[config.mk]
export PLATFORM = sky130hd
export DESIGN_NAME = pkt_tx_framer_flat
export DESIGN_NICKNAME = d
export VERILOG_FILES = /design/src/rtl/pkt_tx_framer_if.sv /design/src/rtl/pkt_tx_framer.sv /design/src/flat_wrapper.sv
export SDC_FILE = /design/constraint.sdc
export NUM_CORES = 1
export LEC_CHECK = 0
export ABC_AREA = 0
export BUFFER_PORTS_ARGS = -buffer_cell sky130_fd_sc_hd__buf_4
export CORE_MARGIN = 2
export CORE_UTILIZATION = 65
export CTS_BUF_LIST = sky130_fd_sc_hd__clkbuf_16
export DETAILED_ROUTE_END_ITERATION = 12
export HOLD_SLACK_MARGIN = 0.12
export PLACE_DENSITY_LB_ADDON = 0.1
export SLEW_MARGIN = 40
export SYNTH_ARGS = -nofsm -noshare
export SYNTH_HDL_FRONTEND = slang
export SYNTH_SLANG_ARGS = --single-unit
[constraint.sdc]
create_clock -name clk -period 4.67 [get_ports clk]
set_input_delay 0.467 -clock clk [delete_from_list [all_inputs] [get_ports clk]]
set_output_delay 0.467 -clock clk [all_outputs]
set_load 0.1 [all_outputs]
[src/rtl/pkt_tx_framer_if.sv]
// -----------------------------------------------------------------------------
// pkt_tx_framer_if
//   Byte-side handshake and serial RF-side signals of the packet transmit
//   framer. The master modport belongs to the byte source / bit-rate timing
//   (the SPI side); the slave modport belongs to the framer.
// -----------------------------------------------------------------------------
interface pkt_tx_framer_if;
    logic [7:0] din;        // payload byte
    logic       din_valid;  // din holds a valid byte
    logic       din_ready;  // framer can accept a byte this cycle
    logic       abort;      // synchronous abort of the current packet
    logic       bit_en;     // one-cycle bit-rate strobe
    logic       tx_out;     // serial RF data out
    logic       tx_active;  // high while sync + payload are being driven
    logic       pkt_sent;   // one-cycle pulse at end of frame
    logic [3:0] fill_cnt;   // bytes accepted for the current packet

    modport master (
        output din,
        output din_valid,
        output abort,
        output bit_en,
        input  din_ready,
        input  tx_out,
        input  tx_active,
        input  pkt_sent,
        input  fill_cnt
    );

    modport slave (
        input  din,
        input  din_valid,
        input  abort,
        input  bit_en,
        output din_ready,
        output tx_out,
        output tx_active,
        output pkt_sent,
        output fill_cnt
    );
endinterface : pkt_tx_framer_if

[src/rtl/pkt_tx_framer.sv]
// -----------------------------------------------------------------------------
// pkt_tx_framer
//   Transmit-side packet framer. Collects PKT_BYTES payload bytes over a
//   valid/ready handshake, prepends a SYNC_W-bit sync word and shifts the
//   frame out MSB-first, one bit per bit_en strobe, followed by GAP_BITS
//   strobes of forced idle (tx_out=0).
//
//   Optional feature: define PKT_TX_PARITY_EN to append one even-parity bit
//   (XOR of all payload bits, sync excluded) after the last payload bit,
//   with tx_active still high.
//
//   Reset is synchronous and active-high. abort behaves like reset for the
//   packet state: the framer returns to IDLE and partial bytes are dropped.
// -----------------------------------------------------------------------------
module pkt_tx_framer #(
    parameter int unsigned       PKT_BYTES = 8,
    parameter int unsigned       SYNC_W    = 16,
    parameter logic [SYNC_W-1:0] SYNC_WORD = 16'hA5C3,
    parameter int unsigned       GAP_BITS  = 4
) (
    input  logic           clk,
    input  logic           rst,
    pkt_tx_framer_if.slave tx_bus
);

    // -------------------------------------------------------------------------
    // Derived sizes
    // -------------------------------------------------------------------------
    localparam int unsigned PAY_W   = PKT_BYTES * 8;
    localparam int unsigned FRAME_W = SYNC_W + PAY_W;
`ifdef PKT_TX_PARITY_EN
    localparam int unsigned FRAME_LEN = FRAME_W + 1;
`else
    localparam int unsigned FRAME_LEN = FRAME_W;
`endif
    localparam int unsigned CNT_W = $clog2(SYNC_W + PAY_W + 2);

    // Bit counter values that trigger state changes
    localparam logic [CNT_W-1:0] SYNC_LAST = CNT_W'(SYNC_W - 1);
    localparam logic [CNT_W-1:0] FRAME_END = CNT_W'(FRAME_LEN);
    localparam logic [CNT_W-1:0] GAP_LAST  = CNT_W'(GAP_BITS - 1);
    localparam logic [3:0]       LAST_FILL = 4'(PKT_BYTES - 1);

    typedef enum logic [2:0] {
        ST_IDLE,
        ST_FILL,
        ST_SYNC,
        ST_DATA,
        ST_GAP
    } state_t;

    // -------------------------------------------------------------------------
    // Registers
    // -------------------------------------------------------------------------
    state_t             r_state;
    logic [FRAME_W-1:0] r_sr;         // {sync, byte0 .. byteN-1}, MSB leaves first
    logic [CNT_W-1:0]   r_bit_cnt;    // strobes in frame, or strobes in gap
    logic [3:0]         r_fill_cnt;
    logic               r_din_ready;
    logic               r_tx_out;
    logic               r_tx_active;
    logic               r_pkt_sent;
`ifdef PKT_TX_PARITY_EN
    logic               r_parity;     // running XOR of accepted payload bytes
`endif

    // -------------------------------------------------------------------------
    // Combinational helpers
    // -------------------------------------------------------------------------
    logic             w_xfer;
    logic             w_last_byte;
    logic [PAY_W-1:0] w_pay_next;
    logic             w_next_bit;

    // din_ready is only ever high in IDLE/FILL, so a handshake implies one of
    // those states.
    assign w_xfer      = tx_bus.din_valid && r_din_ready;
    assign w_last_byte = w_xfer && (r_fill_cnt == LAST_FILL);

    // Payload with the incoming byte appended at the LSB end; after the last
    // byte, byte0 has been pushed up to the most significant payload position.
    assign w_pay_next = PAY_W'({r_sr[PAY_W-1:0], tx_bus.din});

`ifdef PKT_TX_PARITY_EN
    // Once every sync and payload bit has left, the parity bit is driven.
    assign w_next_bit = (r_bit_cnt == CNT_W'(FRAME_W)) ? r_parity : r_sr[FRAME_W-1];
`else
    assign w_next_bit = r_sr[FRAME_W-1];
`endif

    // -------------------------------------------------------------------------
    // Framer FSM: byte collection, serialization, gap and abort handling
    // -------------------------------------------------------------------------
    // NOTE: every state register here uses non-blocking assignment so all of
    // them update together from the same pre-edge values.
    always_ff @(posedge clk) begin
        if (rst || tx_bus.abort) begin
            // NOTE: the shift register is cleared too, so a dropped partial
            // packet can never leak bytes into the next frame.
            r_state     <= ST_IDLE;
            r_sr        <= '0;
            r_bit_cnt   <= '0;
            r_fill_cnt  <= '0;
            r_din_ready <= 1'b0;
            r_tx_out    <= 1'b0;
            r_tx_active <= 1'b0;
            r_pkt_sent  <= 1'b0;
`ifdef PKT_TX_PARITY_EN
            r_parity    <= 1'b0;
`endif
        end else begin
            r_pkt_sent <= 1'b0;

            case (r_state)
                // Accept bytes; bit_en is ignored until the frame is loaded.
                ST_IDLE, ST_FILL: begin
                    r_din_ready <= !w_last_byte;
                    if (w_xfer) begin
                        r_fill_cnt <= r_fill_cnt + 4'd1;
`ifdef PKT_TX_PARITY_EN
                        r_parity   <= r_parity ^ (^tx_bus.din);
`endif
                        if (w_last_byte) begin
                            // Load the full frame; a strobe in this same cycle
                            // is not consumed because the state is not SYNC yet.
                            r_sr    <= {SYNC_WORD, w_pay_next};
                            r_state <= ST_SYNC;
                        end else begin
                            r_sr    <= {{SYNC_W{1'b0}}, w_pay_next};
                            r_state <= ST_FILL;
                        end
                    end
                end

                // Shift the frame out, one bit per strobe.
                ST_SYNC, ST_DATA: begin
                    if (tx_bus.bit_en) begin
                        if (r_bit_cnt == FRAME_END) begin
                            // Every frame bit has had its full strobe period.
                            r_tx_out    <= 1'b0;
                            r_tx_active <= 1'b0;
                            r_pkt_sent  <= 1'b1;
                            r_fill_cnt  <= '0;
                            r_bit_cnt   <= '0;
                            r_state     <= ST_GAP;
`ifdef PKT_TX_PARITY_EN
                            r_parity    <= 1'b0;
`endif
                        end else begin
                            r_tx_out    <= w_next_bit;
                            r_tx_active <= 1'b1;
                            r_sr        <= r_sr << 1;
                            r_bit_cnt   <= r_bit_cnt + CNT_W'(1);
                            if (r_state == ST_SYNC && r_bit_cnt == SYNC_LAST) begin
                                r_state <= ST_DATA;
                            end
                        end
                    end
                end

                // Hold the line idle for GAP_BITS strobes before the next packet.
                ST_GAP: begin
                    if (tx_bus.bit_en) begin
                        if (r_bit_cnt == GAP_LAST) begin
                            r_bit_cnt <= '0;
                            r_state   <= ST_IDLE;
                        end else begin
                            r_bit_cnt <= r_bit_cnt + CNT_W'(1);
                        end
                    end
                end

                default: begin
                    r_state <= ST_IDLE;
                end
            endcase
        end
    end

    // -------------------------------------------------------------------------
    // Outputs: all driven straight from registers
    // -------------------------------------------------------------------------
    assign tx_bus.din_ready = r_din_ready;
    assign tx_bus.tx_out    = r_tx_out;
    assign tx_bus.tx_active = r_tx_active;
    assign tx_bus.pkt_sent  = r_pkt_sent;
    assign tx_bus.fill_cnt  = r_fill_cnt;

endmodule : pkt_tx_framer
[src/flat_wrapper.sv]
// flat-port wrapper written by rule: the top's interface ports become plain ports
module pkt_tx_framer_flat 
#(
    parameter int unsigned       PKT_BYTES = 8,
    parameter int unsigned       SYNC_W    = 16,
    parameter logic [SYNC_W-1:0] SYNC_WORD = 16'hA5C3,
    parameter int unsigned       GAP_BITS  = 4
)
  (clk, rst, tx_bus_din, tx_bus_din_valid, tx_bus_abort, tx_bus_bit_en, tx_bus_din_ready, tx_bus_tx_out, tx_bus_tx_active, tx_bus_pkt_sent, tx_bus_fill_cnt);
  pkt_tx_framer_if tx_bus_i ();
  input  logic clk;
  input  logic rst;
  input wire logic [$bits(tx_bus_i.din)-1:0] tx_bus_din;
  input wire logic [$bits(tx_bus_i.din_valid)-1:0] tx_bus_din_valid;
  input wire logic [$bits(tx_bus_i.abort)-1:0] tx_bus_abort;
  input wire logic [$bits(tx_bus_i.bit_en)-1:0] tx_bus_bit_en;
  output wire logic [$bits(tx_bus_i.din_ready)-1:0] tx_bus_din_ready;
  output wire logic [$bits(tx_bus_i.tx_out)-1:0] tx_bus_tx_out;
  output wire logic [$bits(tx_bus_i.tx_active)-1:0] tx_bus_tx_active;
  output wire logic [$bits(tx_bus_i.pkt_sent)-1:0] tx_bus_pkt_sent;
  output wire logic [$bits(tx_bus_i.fill_cnt)-1:0] tx_bus_fill_cnt;
  assign tx_bus_i.din = tx_bus_din;
  assign tx_bus_i.din_valid = tx_bus_din_valid;
  assign tx_bus_i.abort = tx_bus_abort;
  assign tx_bus_i.bit_en = tx_bus_bit_en;
  assign tx_bus_din_ready = tx_bus_i.din_ready;
  assign tx_bus_tx_out = tx_bus_i.tx_out;
  assign tx_bus_tx_active = tx_bus_i.tx_active;
  assign tx_bus_pkt_sent = tx_bus_i.pkt_sent;
  assign tx_bus_fill_cnt = tx_bus_i.fill_cnt;
  pkt_tx_framer #(.PKT_BYTES(PKT_BYTES), .SYNC_W(SYNC_W), .SYNC_WORD(SYNC_WORD), .GAP_BITS(GAP_BITS)) u_core (.clk(clk), .rst(rst), .tx_bus(tx_bus_i));
endmodule
==> reports/results.ini, run 1 <==
[floorplan]
initial_core_util_pct=68.17
num_io_pins=21
rows=31
coreArea_um2=7331
dieArea_um2=8405
die_height_um=91.68
dieWidth_um=91.68

[synthesis]
ys_ff_latch=98
synth_edf_count=0
yosys-top-cells-area=dfxtp_1 (39%), mux2_2 (16%), mux2i_1 (15%), nand2_1 (12%), a21oi_1 (1.8%)
syn_inst=541
synth_most_common_cell=nand2_1
synth.top_cell.area_share_pct=39.26
ys_async_sr_fraction_pct=0
ys_seq_area_share_pct=39.26
avgSynthCellArea_um2=9.237
syn_nets=557
synthDistinctLibCells=46
ys.flop_type=dfxtp_1
ys_warn_count=0
synth_area_um2=4997
synth_top_area_cell=dfxtp_1
synthTopCellsByCount=nand2_1 (156), dfxtp_1 (98), mux2i_1 (74), mux2_2 (70), a21oi_1 (18)

[drt]
dr.pass1.iters=4
routedWlPerCell_um=14.77
routed_wl_um=9495
antenna_left=0
via_per_inst=5.737
drc=0
drt-initial-drc-count=199
num_vias=3689

[cts]
cts.path.max_buffers=2
clkLatencyLatePin_ns=0.33
numCtsBuffers=9
htree_levels=3
root_buffer=clkbuf_16
cts_sinks=98
cts_resized=0
ctsHoldBuffers=0
cts_setup_buffers=0
clk_pin_slew_ns=0.07
cts_tree=built

[setup_path]
cp-end-kind=register
r2r_cells=7
crit_required_ns=4.93
critPathKind=register to register
crit_path_start_kind=register
critPathMaxFanout=31
cp_data_arrival_time_ns=2.93

[grt]
grt_max_degree=95
first_global_vias=3550
grt_pass1_wl_um=16500
track_usage_pct=23.79
use_met2_pct=39.28
globalRouteOverflowTotal=0
antenna_found_initial=0
grt_use_met3_pct=4.766
grt_busiest_layer=met2
grt_use_met1_pct=31.54

[timing]
hold_viol_final=0
rsz0062_at_grt=no
fmax_mhz=373.4
relSlewSlack_pct=45.36
fin_crit_ns=2.678
finalSetupViolCount=0
skew_ns=0.007088
finalSetupTns_ns=0
worst_pin_slew_ns=0.8175
fin_hold_ws_ns=0.3940
period_share_pct=57.34
drv_slew=0

[cells_and_area]
nets=555
instances_no_fill=643
multiInputGateArea_um2=2825
design_area_um2=5487
seq_area_um2=1962
fill_cells=532
drive_above_1_share_pct=23.53
diodes=0
areaGrowthSynthToFinish_pct=9.790

[pwr]
peakVddDrop_uv=265.0
leakage_nw=2.368
power.density_nw_per_um2=308.7

[placed_design]
place_area_um2=5174
dp.cells=627
portBuffers=20
gp_congestion=0.8267
hpwl_um=6025

[status]
run_status=finished, final reports clean

[hold_path]
hold_path_depth=3
hp-class=primary input to register

[run]
max_cap_viol_count=0

-- final timing paths --
path	endpoint	slack, ns	from
hold / removal	u_core.r_sr[0]$_SDFFE_PP0P_	0.39	tx_bus_din[0]
hold reg to reg	u_core.r_sr[73]$_SDFFE_PP0P_	0.46	u_core.r_sr[72]$_SDFFE_PP0P_
setup reg to reg	u_core.r_sr[39]$_SDFFE_PP0P_	1.99	u_core.r_bit_cnt[0]$_SDFFE_PP0P_
setup / recovery	u_core.r_sr[39]$_SDFFE_PP0P_	1.99	u_core.r_bit_cnt[0]$_SDFFE_PP0P_
-- per-layer routing --
metal	part of all wire [%]	vias up	routed length [um]
met2	49	57	4609
met5	0	-	0
li1	-	1839	-
met1	48	1781	4513
met4	1.3	0	119
met3	2.7	12	253
-- critical path, cell delays in order, from the launching register on --
cell	delay (ns)
dfxtp_1	0.32
inv_1	0.09
ha_1	0.14
and3_1	0.34
a21oi_1	0.16
o21bai_4	0.67
buf_4	0.58
mux2i_1	0.28
-- metrics by stage --
step / setup slack, ns / utilization [%] / power [mW]
global route: 1.824 / 74.84 / 1.742
detailed placement: 1.990 / 70.58 / 0.9366
CTS: 1.991 / 74.81 / 1.702
floorplan: 2.439 / - / 0.9163
global placement: 2.130 / 69.79 / 0.9311
finish: 1.992 / 74.84 / 1.694
-- power breakdown --
group	internal (mW)	switching, mW
clock	0.465	0.311
combinational	0.0308	0.0477
sequential	0.837	0.00200
-- cells in the final DEF (no fill, tap or decap), drive strengths merged, types with 2 or more instances in the layout --
master / netlist / final
dfxtp: 98 / 98
clkbuf: 19 / 9
bufinv: 0 / 2
a21oi: 18 / 18
o211ai: 2 / 2
nand4: 4 / 4
clkinv: 0 / 2
mux2i: 74 / 74
nand3: 4 / 4
nand2: 156 / 156
and3: 4 / 4
and2: 9 / 9
or4: 2 / 2
xor2: 4 / 4
o2111ai: 2 / 2
nand2b: 2 / 2
mux2: 71 / 71
nor3: 9 / 9
nor2b: 2 / 2
inv: 2 / 5
or3: 4 / 4
ha: 3 / 3
o21ai: 8 / 8
a41oi: 2 / 2
buf: 22 / 28
nor2: 8 / 8
-- registers in the layout, indices dropped and copies added, names as in the netlist --
signal,cells
u_core.tx_bus.tx_out,1
u_core.r_state,3
u_core.r_bit_cnt,7
u_core.tx_bus.tx_active,1
u_core.tx_bus.din_ready,1
u_core.tx_bus.pkt_sent,1
u_core.tx_bus.fill_cnt,4
u_core.r_sr,80
-- area by class of cell --
type / instances / share of cell area, %
inverters: 2 / 0.1368
well taps: 99 / 2.258
multi-input cells: 400 / 51.49
flip-flops and latches: 98 / 35.76
repair buffers: 28 / 4.698
clock buffers: 9 / 4.105
clock inverters: 7 / 1.551
-- kinds of logic after synthesis --
| family | count (synthesis) | share of synthesized area, % |
|---|---|---|
| simple gates | 210 | 18.68 |
| mux | 145 | 30.82 |
| flops | 98 | 39.26 |
| buf+inv | 43 | 4.782 |
| compound gates | 37 | 4.833 |
| xor+xnor | 5 | 0.8763 |
| fa+ha+maj | 3 | 0.7512 |
Note: power is estimated with default switching activity, not from simulation.
==> run 2: changes to the inputs <==
CORE_UTILIZATION = 62   (was 65)
clock period = 2.5 ns   (was 4.67 ns; I/O delays follow)
==> run 2 against run 1 <==
  * Final area rose by 0.39%
  * Via count is 2.4% lower
  * Sequential cell count unchanged
  * Global-route usage is 1.5 points lower
  * Highest routed layer unchanged
  * Worst hold slack worse by 0.23 ns
  * Critical path depth is the same
  * Cell count is 0.93% higher
  * First-iteration DRC count fell by 43%
  * Largest cell class unchanged
  * Register-to-register slack got worse by 1.7 ns
  * Clock-buffer cell count unchanged
  * Worst setup slack got worse by 1.7 ns
==> reports/results.ini, run 2 (synthesis gave the netlist of run 1 again) <==
[timing]
finalSetupTns_ns=0
hold_viol_final=0
period_share_pct=87.18
rsz0062_at_grt=no
worst_pin_slew_ns=0.5841
fin_hold_ws_ns=0.1682
setup_ws_ns=0.3206
skew_ns=0.008701
relSlewSlack_pct=61.06
finalSetupViolCount=0
fin_crit_ns=2.179
fmax_mhz=458.8
drv_slew=0

[drt]
via_per_inst=5.547
routed_wl_um=9185
num_vias=3600
drt-initial-drc-count=114
antenna_left=0
drc=0
dr.pass1.iters=4
routedWlPerCell_um=14.15

[status]
run_status=finished, final reports clean

[floorplan]
dieWidth_um=93.78
die_height_um=93.78
num_io_pins=21
initial_core_util_pct=64.34
coreArea_um2=7767
rows=32
dieArea_um2=8795

[cts]
cts_tree=built
clk_pin_slew_ns=0.07
htree_levels=3
cts.path.max_buffers=2
clkLatencyLatePin_ns=0.34
ctsHoldBuffers=0
numCtsBuffers=9
cts_resized=0
cts_setup_buffers=0
root_buffer=clkbuf_16
cts_sinks=98

[cells_and_area]
multiInputGateArea_um2=2823
mostFrequentLayoutCells=nand2_1 (156), dfxtp_1 (98), mux2i_1 (74)
seq_area_um2=1962
fill_cells=642
drive_above_1_share_pct=23.95
post-route-util_pct=70.91
diodes=0
nets=558
regMostFlops=u_core.r_sr
largest_reg_flops=80
areaGrowthSynthToFinish_pct=10.22
layout_commonest_cell=nand2_1

[grt]
antenna_found_initial=0
globalRouteOverflowTotal=0
grt_pass1_wl_um=15970
grt_max_degree=61
track_usage_pct=22.28
first_global_vias=3640

[setup_path]
cpLargestDelayFamily=compound AO/OA/AOI/OAI gates
slowest_stage=o21bai_4
cpPeakStageDelay_ns=0.41
cp_data_arrival_time_ns=2.43
cp-end-kind=register
crit_buf_inv=2
crit_chain=inv_1, ha_1, and3_1, a21oi_1, o21bai_4, buf_4, mux2i_1
crit_path_start_kind=register
critPathMaxFanout=14
crit_required_ns=2.75
critPathKind=register to register

[pwr]
p_total_mw=3.091
peakVddDrop_uv=437.1
leakage_nw=2.368
power.density_nw_per_um2=561.1

[run]
max_cap_viol_count=0

[placed_design]
pre_cts_ws_ns=0.3574
portBuffers=20
hpwl_um=5961
gp_congestion=0.7948

[hold_path]
hp-class=primary input to register

run 2: cell count changes in the layout (fill, tap and decap cells not counted), moves of 2 or more:
| cell | change |
|---|---|
| buf_12 | +4 |
| buf_4 | +2 |
| buf_8 | -2 |
| inv_1 | -2 |
run 2: path summary, 6_finish.rpt:
check / from / to / slack, ns / cells past startpoint
setup / recovery: u_core.r_bit_cnt[0]$_SDFFE_PP0P_ / u_core.r_sr[48]$_SDFFE_PP0P_ / 0.32 / 7
hold / removal: tx_bus_din[0] / u_core.r_sr[0]$_SDFFE_PP0P_ / 0.17 / 3
setup reg to reg: u_core.r_bit_cnt[0]$_SDFFE_PP0P_ / u_core.r_sr[48]$_SDFFE_PP0P_ / 0.32 / 7
hold reg to reg: u_core.r_sr[72]$_SDFFE_PP0P_ / u_core.r_sr[73]$_SDFFE_PP0P_ / 0.45 / 2
run 2: area by class of cell:
cell class                 instances  share of cell area [%]
inverter                           2                  0.1363
timing repair buffer              31                   5.361
clock buffer                       9                   4.089
tap                              102                   2.317
clock inverter                     7                   1.227
sequential                        98                   35.62
multi-input combinational        400                   51.25
run 2: per-stage QoR:
| step | instance area (um^2) | std cells |
|---|---|---|
| 2_1_floorplan | 4997 | 541 |
| 3_3_place_gp | 5215 | 633 |
| 3_5_place_dp | 5215 | 633 |
| 4_1_cts | 5508 | 649 |
| 5_1_grt | 5508 | 649 |
| 6_report | 5508 | 649 |
run 2: worst register-to-register path, stage by stage (launching register included):
cell      delay [ns]
dfxtp_1         0.32
inv_1           0.09
ha_1            0.14
and3_1          0.34
a21oi_1         0.16
o21bai_4        0.41
buf_4           0.35
mux2i_1         0.28
run 2: routing by layer:
layer,up-vias,wire length (um),share of wire [%],track usage (%)
met5,-,0,0,0
met2,31,4425,48,38.99
li1,1849,-,-,-
met3,7,236,2.6,5.618
met1,1713,4463,49,27.62
met4,0,61,0.66,4.952
run 2: power breakdown:
part	switching, mW	internal, mW
clock	0.602	0.773
combinational	0.0890	0.0593
sequential	0.00358	1.56
total	0.695	2.40
